<file path="src/rtl/etapa_pkg.sv">
// Constants and types shared between the etapa1 loader and the etapa2 consumer.
package etapa_pkg;
  localparam int N_WORDS = 144;
  localparam int ADDR_W  = 8;
  localparam int IN_W    = 16;
  localparam int OUT_W   = IN_W + 1;

  typedef enum logic [1:0] {
    ST_IDLE     = 2'd0,
    ST_FILL     = 2'd1,
    ST_DONE_ACK = 2'd2,
    ST_DRAIN    = 2'd3
  } state_t;

  typedef logic signed [IN_W-1:0]  sample_t;
  typedef logic signed [OUT_W-1:0] bram_word_t;
endpackage

</file>
<file path="src/rtl/pair_adder.sv">
// Registered sign-extending sum of the current sample and the previous one.
module pair_adder
  import etapa_pkg::*;
(
  input  logic             clk,
  input  logic             reset,
  input  logic             clr,
  input  logic             en,
  input  logic [IN_W-1:0]  sample,
  output logic [OUT_W-1:0] sum
);
  sample_t prev;

  always_ff @(posedge clk or negedge reset) begin
    if (!reset) begin
      prev <= '0;
      sum  <= '0;
    end else if (clr) begin
      prev <= '0;
    end else if (en) begin
      // Both operands widen with sign before the add, so the result never overflows.
      sum  <= bram_word_t'(sample_t'(sample)) + bram_word_t'(prev);
      prev <= sample_t'(sample);
    end
  end
endmodule

</file>
<file path="src/rtl/etapa1_bram_loader.sv">
// Streams pairwise sums of input samples into BRAM port A, one frame at a time,
// and handshakes each finished frame with etapa2 via data_done/busy.
module etapa1_bram_loader
  import etapa_pkg::*;
(
  input  logic              clk,
  input  logic              reset,
  input  logic              s_valid,
  input  logic [IN_W-1:0]   s_data,
  output logic              s_ready,
  input  logic              busy,
  output logic              wea,
  output logic [ADDR_W-1:0] addra,
  output logic [OUT_W-1:0]  dina,
  output logic              data_done,
  output logic [7:0]        frame_cnt
);
  state_t            state;
  logic [ADDR_W-1:0] wcnt;
  logic              last_pend;
  logic              accept;
  logic              clr;

  // last_pend covers the cycle where the final word is on the BRAM bus.
  assign s_ready = (state == ST_FILL) && !last_pend;
  assign accept  = s_valid && s_ready;
  assign clr     = (state == ST_IDLE) && !busy;

  pair_adder u_add (
    .clk    (clk),
    .reset  (reset),
    .clr    (clr),
    .en     (accept),
    .sample (s_data),
    .sum    (dina)
  );

  always_ff @(posedge clk or negedge reset) begin
    if (!reset) begin
      state     <= ST_IDLE;
      wcnt      <= '0;
      last_pend <= 1'b0;
      wea       <= 1'b0;
      addra     <= '0;
      data_done <= 1'b0;
      frame_cnt <= '0;
    end else begin
      wea       <= accept;
      data_done <= 1'b0;
      if (accept) addra <= wcnt;
      case (state)
        ST_IDLE: if (!busy) state <= ST_FILL;
        ST_FILL: begin
          if (last_pend) begin
            last_pend <= 1'b0;
            data_done <= 1'b1;
            frame_cnt <= frame_cnt + 8'd1;
            state     <= ST_DONE_ACK;
          end else if (accept) begin
            if (wcnt == ADDR_W'(N_WORDS - 1)) begin
              wcnt      <= '0;
              last_pend <= 1'b1;
            end else begin
              wcnt <= wcnt + 1'b1;
            end
          end
        end
        ST_DONE_ACK: if (busy) state <= ST_DRAIN;
        ST_DRAIN:    if (!busy) state <= ST_IDLE;
        default:     state <= ST_IDLE;
      endcase
    end
  end
endmodule

</file>
<file path="config.mk">
export PLATFORM = sky130hd
export DESIGN_NAME = etapa1_bram_loader
export DESIGN_NICKNAME = d
export VERILOG_FILES = /design/src/rtl/etapa_pkg.sv /design/src/rtl/pair_adder.sv /design/src/rtl/etapa1_bram_loader.sv
export SDC_FILE = /design/constraint.sdc
export NUM_CORES = 1
export LEC_CHECK = 0
export ABC_AREA = 0
export CORE_MARGIN = 10
export CORE_UTILIZATION = 35
export DETAILED_ROUTE_END_ITERATION = 8
export PLACE_DENSITY = 0.67
export SLEW_MARGIN = 5
export SYNTH_ARGS = -nofsm -noshare
export SYNTH_HDL_FRONTEND = slang
export SYNTH_SLANG_ARGS = --single-unit
</file>
<file path="constraint.sdc">
create_clock -name clk -period 1.9 [get_ports clk]
set_input_delay 0.38 -clock clk [delete_from_list [all_inputs] [get_ports clk]]
set_output_delay 0.38 -clock clk [all_outputs]
set_load 0.03 [all_outputs]
</file>
### Word level (Yosys, flattened, before mapping)

Cells that the tools add are included.

* div/mod/pow operators: 0
* reductions and logical operators: 11
* multipliers: 0
* multiplexer cells: 13
* shifts and indexed selects: 0
* bitwise gates (word level): 2
* add/sub/neg operators: 3
* $lt $le $gt $ge: 0
* equality and inequality tests: 8

Operators by type and width (number)
* two-way mux 16 bit: 2
* adder 16 x 16 -> 17 bit: 1
* adder 8 x 1 -> 8 bit (second input constant): 2
* equality test 8 bit (second input constant): 1
* two-way mux 2 bit: 4
* two-way mux 8 bit: 1
* inequality test 2 bit (second input constant): 4
* case mux 2 bit (4 select lines): 1
* two-way mux 1 bit: 5
* equality test 2 bit (second input constant): 2
* AND reduction 2 bit: 2
* AND reduction 4 bit: 1
* logical AND 1 bit: 3
* AND reduction 3 bit: 1
* equality test 2 x 1 -> 1 bit (second input constant): 1
* logical NOT 1 bit: 2
* logical NOT 2 bit: 1
* NOT 1 bit: 2
* nonzero test 2 bit: 1

* bits in read-only memories: 0
* memories: 0
* bits in writable memories: 0
* register bits after elaboration: 62
* output and inout bits: 36
* logic and storage cells: 46
* bits in latches: 0
* bits of input ports: 20

### Depth between registers and ports, before layout

Gate-level depths: netlist of the first run.

* depth after elaboration: 5
* mapped depth: 9

### Cells and area by module

Synthesis of the first run repeated with hierarchy kept, for this count alone.

* cell total of the unflattened synthesis: 342
* area, all modules: 3458.3 µm²

Modules (own cells, without submodules)
* pair_adder: instances 1, cells an instance 230, area an instance 2125.8 µm², sequential area each 825.8 µm²
* etapa1_bram_loader: instances 1, cells an instance 112, area an instance 1332.5 µm², sequential area each 725.7 µm²

### Worst setup path before layout of the first run

No wires, ideal clock.

* path type: input to register
* start point: input port s_data[0]
* end point: register u_add.sum[14]
* stages on the path: 7
* data required time: 1.749 ns
* path buffers: 0
* setup slack: -0.093 ns
* arrival: 1.842 ns
* library setup time: 0.151 ns
* cell sequence: ha_1 -> fa_1 -> a21oi_1 -> o21ai_0 -> a22o_1 -> a221oi_1 -> o311ai_0

* word-level cells in the longest chain between the ends: 1

RTL lines
* start, declared: line etapa1_bram_loader.sv:9 `input logic [IN_W-1:0] s_data,`
* adder 16 x 16 -> 17 bit: line pair_adder.sv:22 `sum <= bram_word_t'(sample_t'(sample)) + bram_word_t'(prev);`
* end signal, assigned: line pair_adder.sv:22
* end, declared: line pair_adder.sv:10 `output logic [OUT_W-1:0] sum`

Every way passes these cells.
A chain may end at the register's enable or synchronous reset.

### Worst setup path in the final report of the first run

* start point: register u_add.prev[0]
* end point: register u_add.sum[8]

* word-level cells in the longest chain between the ends: 1

RTL lines
* start, declared: line pair_adder.sv:12 `sample_t prev;`
* start signal, assigned: line pair_adder.sv:23 `prev <= sample_t'(sample);`
* adder 16 x 16 -> 17 bit: line pair_adder.sv:22

Every way passes these cells.

==> flow_summary.json, run 1 <==
{
  "pwr-share-seq": 0.274,
  "end_kind": "flop",
  "dpl.cell_count": 567,
  "synth_cells": 333,
  "setup_viol": 4,
  "final_layout_size_suffix_gt1_frac": 0.301,
  "min_period_ns": 1.98,
  "grt_pass1_vias": 3073,
  "gp_congestion": 0.840,
  "clk_pin_slew_ns": 0.08,
  "max_slew_margin": 0.701,
  "outcome": "complete, but fails checks",
  "p_per_area_nw_per_um2": 1550,
  "worstMarginPinSlew_ns": 0.448,
  "grt_use_total": 0.129,
  "diodes": 0,
  "start_kind": "flop",
  "yosysSeqAreaShare": 0.468,
  "die_h_um": 117,
  "overflow": 0,
  "ys_seq_elements": 62,
  "swShare": 0.403,
  "clkPwrFrac": 0.159,
  "nNetsFinal": 500,
  "timing.hold.ws_ns": 0.0270,
  "grt_pass1_wl_um": 15000,
  "avgSynthCellArea_um2": 9.96,
  "fin_crit_sh": 1.04,
  "finalNonFillerCells": 591,
  "internal-power_mw": 4.62,
  "required_ns": 2.13,
  "hold_viol": 0,
  "worst-setup-path-type": "reg -> reg",
  "synth_warnings": 0,
  "max_freq_mhz": 505,
  "synth_flop_cell": "dfrtp_1",
  "combPwrFrac": 0.567,
  "via_count": 2913,
  "postRouteWirelength_um": 8850,
  "synth_common_cells": "62 x dfrtp_1, 62 x nand2_1, 22 x ha_1, 21 x nor2_1, 21 x o21ai_0",
  "yosysUniqueCellTypes": 51,
  "cts.path.max_buffers": 2,
  "synth_area_um2": 3320,
  "skew_ns": 0.0104,
  "ys_async_sr_fraction": 1.00,
  "cap_violations": 0,
  "critical_path_arrival_ns": 2.21,
  "area_delta_synth_final_pct": 50.8,
  "utilization": 0.542,
  "chipWidth_um": 117,
  "setup_ws_ns": -0.0792,
  "detail_route.first_pass.iterations": 4,
  "drt.antenna.violating_nets": 0,
  "synth_top_area_cell": "dfrtp_1",
  "pin_count": 56,
  "rows": 35,
  "start_util": 0.359,
  "holdCritPathClass": "in -> async",
  "dp_hpwl_um": 6370,
  "power.switching_mw": 3.12,
  "avgViaCountPerCell": 4.93,
  "fillers": 797,
  "tritoncts": "built",
  "hold_buffers": 0,
  "drc": 0,
  "port_buffers": 55,
  "grt_start_max_net_pins": 63,
  "cts.root.buffer_cell": "clkbuf_8",
  "htree_num_levels": 3,
  "clock_sinks": 62,
  "rsz0062_at_grt": "true",
  "insertion_delay_ns": 0.35,
  "antenna_found_initial": 0,
  "core_area_um2": 9240,
  "synth_nets": 376,
  "synth_edf_count": 0,
  "cts_buffers": 9,
  "power_mw": 7.74,
  "report.final.slew_viol_count": 0,
  "critPathMaxFanout": 4,
  "dieArea_um2": 13800,
  "post_drt_wl_per_cell_um": 15.0,
  "ir_worst_vdd_uv": 817,
  "p_leak_nw": 2.38,
  "synth.top_cell.area_share": 0.468,
  "drtIter0Drc": 130,
  "place_ws_ns": -0.637,
  "synth_area_leaders": "dfrtp_1 47%, ha_1 8.3%, nand2_1 7.0%",
  "violations": "negative setup slack"
}
## final timing paths
kind,start,slack (ns),endpoint,cells after the start
worst max-delay path,u_add.prev[0],-0.08,u_add.sum[8],8
worst min-delay path,reset,0.03,frame_cnt[4],2
worst max register to register,u_add.prev[0],-0.08,u_add.sum[8],8
worst min register to register,frame_cnt[7],0.47,frame_cnt[7],1
max in group asynchronous,reset,1.58,state[0],2
min in group clk,s_data[12],0.38,u_add.prev[12],2
## cell type report
| class | count | area (um2) | area share |
|---|---|---|---|
| Sequential cell | 62 | 1550 | 0.311 |
| Inverter | 6 | 25.0 | 0.00500 |
| Clock inverter | 6 | 68.8 | 0.0138 |
| Multi-Input combinational cell | 253 | 1970 | 0.393 |
| Clock buffer | 10 | 138 | 0.0275 |
| Tap cell | 129 | 161 | 0.0323 |
| Timing Repair Buffer | 125 | 1090 | 0.218 |
## cells in the final DEF, fill, tap and decap left out, drive strengths merged, types with 2 or more instances in the layout
master,instances
o21a,4
clkbuf,10
dlymetal6s2s,5
a21o,6
nand2,62
ha,22
xnor2,9
nor3b,2
nor3,6
and4,2
clkdlybuf4s50,38
nand4,6
o31ai,2
and3,3
xor2,11
a221oi,2
a21oi,21
dfrtp,62
and2,6
a22o,17
clkinv,2
nand3,6
o2111a,2
buf,72
o21ai,21
nor2,21
inv,8
dlygate4sd2,10
a221o,2
## per-layer routing
metal / wire, um / vias to the layer above / track usage
met1: 4050 / 1400 / 0.164
met2: 4250 / 58 / 0.202
li1: - / 1444 / -
met4: 132 / 0 / 0.0469
met3: 419 / 11 / 0.0379
met5: 0 / - / 0
## worst max-delay path, stage by stage, from the launching register on
cell,delay (ns)
dfrtp_1,0.41
ha_4,0.18
fa_2,0.38
a21o_1,0.19
a21oi_2,0.17
o311a_4,0.21
buf_6,0.09
xor2_1,0.16
o21ai_1,0.08
## power groups by stage
stage	sequential [mW]	combinational, mW	clock, mW
finish	2.12	4.39	1.23
global route	2.18	4.82	1.32
CTS	2.10	4.19	1.25
detailed placement	2.07	3.91	0
global placement	2.06	3.80	0
floorplan	2.43	1.81	0
## through the flow
step | setup TNS (ns) | cell area, um2
after global routing | -0.659 | 5000
after CTS | -0.192 | 4860
after global placement | -14.31 | 4460
after floorplan | 0 | 3350
final | -0.155 | 5000
after detailed placement | -15.32 | 4460
## registers in the layout, summed over array words and instances (netlist names)
signal,count
u_add.sum,17
data_done,1
addra,8
wcnt,8
u_add.prev,16
wea,1
last_pend,1
frame_cnt,8
state,2
## cells by family (layout without fill, tap and decap cells)
| logic type | after synthesis | after routing | synth area share |
|---|---|---|---|
| AO/OA/AOI/OAI | 87 | 87 | 0.184 |
| adder cells (fa/ha/maj) | 23 | 23 | 0.0890 |
| buffers and inverters | 18 | 147 | 0.0279 |
| flip-flops | 62 | 62 | 0.468 |
| AND/OR/NAND/NOR | 122 | 122 | 0.175 |
| XOR/XNOR | 20 | 20 | 0.0528 |
| multiplexers | 1 | 1 | 0.00339 |
## timing repair
item | 4_1_cts | 5_1_grt
setup endpoints to repair | 33 | 33
cloned | 0 | 0
resized for setup | 38 | 31
pin swaps | 20 | 15
buffers inserted | 5 | 4
Power figures use the tool's default switching activity.
==> run 2: changes to the inputs <==
Settings changed: PLACE_DENSITY 0.67 to not set, SETUP_SLACK_MARGIN set to 0.4.
==> run 2 against run 1 <==
The flow finishes with violations (negative hold slack, negative setup slack). Worst setup slack got worse by 0.052 ns. Critical path depth shrank 1. Non-clock buffer count is 16 higher. Clock skew shrank 0.0037 ns. Clock-buffer cell count is 2 higher. Global-route usage increased by 0.74 points. Core utilization rose by 4.3 points. Sequential share of layout area fell by 2.3 points. Largest cell class unchanged. Largest power group unchanged. Highest routed layer unchanged.
==> flow_summary.json, run 2 (synthesis gave the netlist of run 1 again) <==
{
  "via_count": 3049,
  "rows": 35,
  "crit_family": "compound AO/OA/AOI/OAI gates",
  "power_mw": 8.39,
  "cts_buffers": 9,
  "dpl.cell_count": 560,
  "gp_congestion": 0.868,
  "start_util": 0.359,
  "clk_pin_slew_ns": 0.07,
  "slowest_stage": "dfrtp_1",
  "mostFrequentLayoutCells": "66 x buf_4, 60 x dfrtp_1, 47 x nand2_1",
  "rr_startpoint": "u_add.prev[0]",
  "post_drt_wl_per_cell_um": 15.9,
  "utilization": 0.585,
  "cts.path.max_buffers": 2,
  "rsz0062_at_grt": "true",
  "hold_viol": 19,
  "htree_num_levels": 3,
  "max_freq_mhz": 492,
  "worstMarginPinSlew_ns": 0.495,
  "drt.antenna.violating_nets": 0,
  "layout_commonest_cell": "buf_4",
  "grt_use_total": 0.136,
  "dp_hpwl_um": 6340,
  "regMostFlops": "u_add.sum",
  "timing.hold.ws_ns": -0.00959,
  "cts.root.buffer_cell": "clkbuf_8",
  "worst-setup-path-type": "reg -> reg",
  "tritoncts": "built",
  "critPathMaxFanout": 3,
  "required_ns": 2.11,
  "skew_ns": 0.00664,
  "antenna_found_initial": 0,
  "fin_crit_sh": 1.07,
  "chipWidth_um": 117,
  "violations": "negative hold slack, negative setup slack",
  "port_buffers": 55,
  "fillers": 786,
  "core_area_um2": 9240,
  "p_leak_nw": 2.57,
  "postRouteWirelength_um": 9620,
  "grt_pass1_vias": 3150,
  "area_delta_synth_final_pct": 62.8,
  "die_h_um": 117,
  "grt_pass1_wl_um": 15700,
  "report.final.slew_viol_count": 0,
  "critical_path_arrival_ns": 2.24,
  "crit_start": "u_add.prev[0]",
  "nNetsFinal": 517,
  "met1Wirelength_um": 4350,
  "holdCritPathClass": "in -> async",
  "setup_ws_ns": -0.131,
  "cp_num_buf_inv": 0,
  "largest_register_ffs": 17,
  "cpPeakStageDelay_ns": 0.41,
  "end_kind": "flop",
  "overflow": 0,
  "p_per_area_nw_per_um2": 1550,
  "setup_viol": 4,
  "outcome": "complete, but fails checks",
  "dieArea_um2": 13800,
  "dpl_cell_area_um2": 4510,
  "drc": 0,
  "min_period_ns": 2.03,
  "ir_worst_vdd_uv": 758,
  "cap_violations": 0,
  "pin_count": 56,
  "max_slew_margin": 0.670,
  "avgViaCountPerCell": 5.02,
  "top_layer_used": "met4",
  "clock_sinks": 62,
  "detail_route.first_pass.iterations": 4,
  "drtIter0Drc": 131,
  "route.met3.wl_um": 281,
  "final_layout_size_suffix_gt1_frac": 0.431,
  "finalNonFillerCells": 607,
  "grt_start_max_net_pins": 34,
  "largestRegisters": "u_add.sum (17), u_add.prev (16)",
  "insertion_delay_ns": 0.35,
  "final_area_um2": 5400,
  "diodes": 0,
  "crit_path_cell_trace": "ha_4, fa_2, a21oi_2, o21ai_2, a22o_1, a221oi_2, o311ai_2",
  "wl_met2_um": 4830,
  "start_kind": "flop"
}
==> run 2: stage by stage <==
stage / worst slack [ns] / TNS [ns]
2_1_floorplan: 0.0541 / 0
3_3_place_gp: -0.479 / -6.03
3_5_place_dp: -0.504 / -6.30
4_1_cts: -0.0249 / -0.0830
5_1_grt: -0.211 / -0.794
6_report: -0.131 / -0.214
==> run 2: final cells by class <==
| type | count | area [um2] | share of cell area |
|---|---|---|---|
| clock buffers | 12 | 145 | 0.0269 |
| clock inverters | 3 | 68.8 | 0.0127 |
| inverters | 6 | 27.5 | 0.00510 |
| multi-input cells | 254 | 2140 | 0.397 |
| flip-flops and latches | 62 | 1550 | 0.288 |
| well taps | 129 | 161 | 0.0299 |
| repair buffers | 141 | 1300 | 0.241 |
==> run 2: path summary, 6_finish.rpt <==
check / endpoint / slack, ns / cells after the start
worst max-delay path: u_add.sum[14] / -0.13 / 7
max in group asynchronous: frame_cnt[4] / 1.34 / 2
worst min register to register: addra[5] / 0.47 / 2
worst min-delay path: u_add.prev[11] / -0.01 / 1
min in group clk: u_add.prev[8] / 0.36 / 2
worst max register to register: u_add.sum[14] / -0.13 / 7
==> run 2: metal layers <==
metal | GRT usage | vias up
li1 | - | 1475
met5 | 0 | -
met4 | 0.0493 | 0
met3 | 0.0297 | 10
met1 | 0.168 | 1516
met2 | 0.228 | 48
==> run 2: where the power goes <==
group	internal, mW	switching (mW)	total [mW]
Sequential	1.76	0.383	2.14
Combinational	2.50	2.44	4.94
Clock	0.771	0.538	1.31
==> run 2: timing repair <==
action,4_1_cts,5_1_grt
buffers inserted,12,17
setup endpoints to repair,79,69
resized for setup,131,74
hold buffers,0,0
cloned,3,0
pin swaps,30,49
==> run 3: changes to the inputs <==
Settings changed: SLEW_MARGIN 5 to 20.
==> results of run 3 <==
Same layout as run 2: the final DEF is identical, and so are final timing and power.
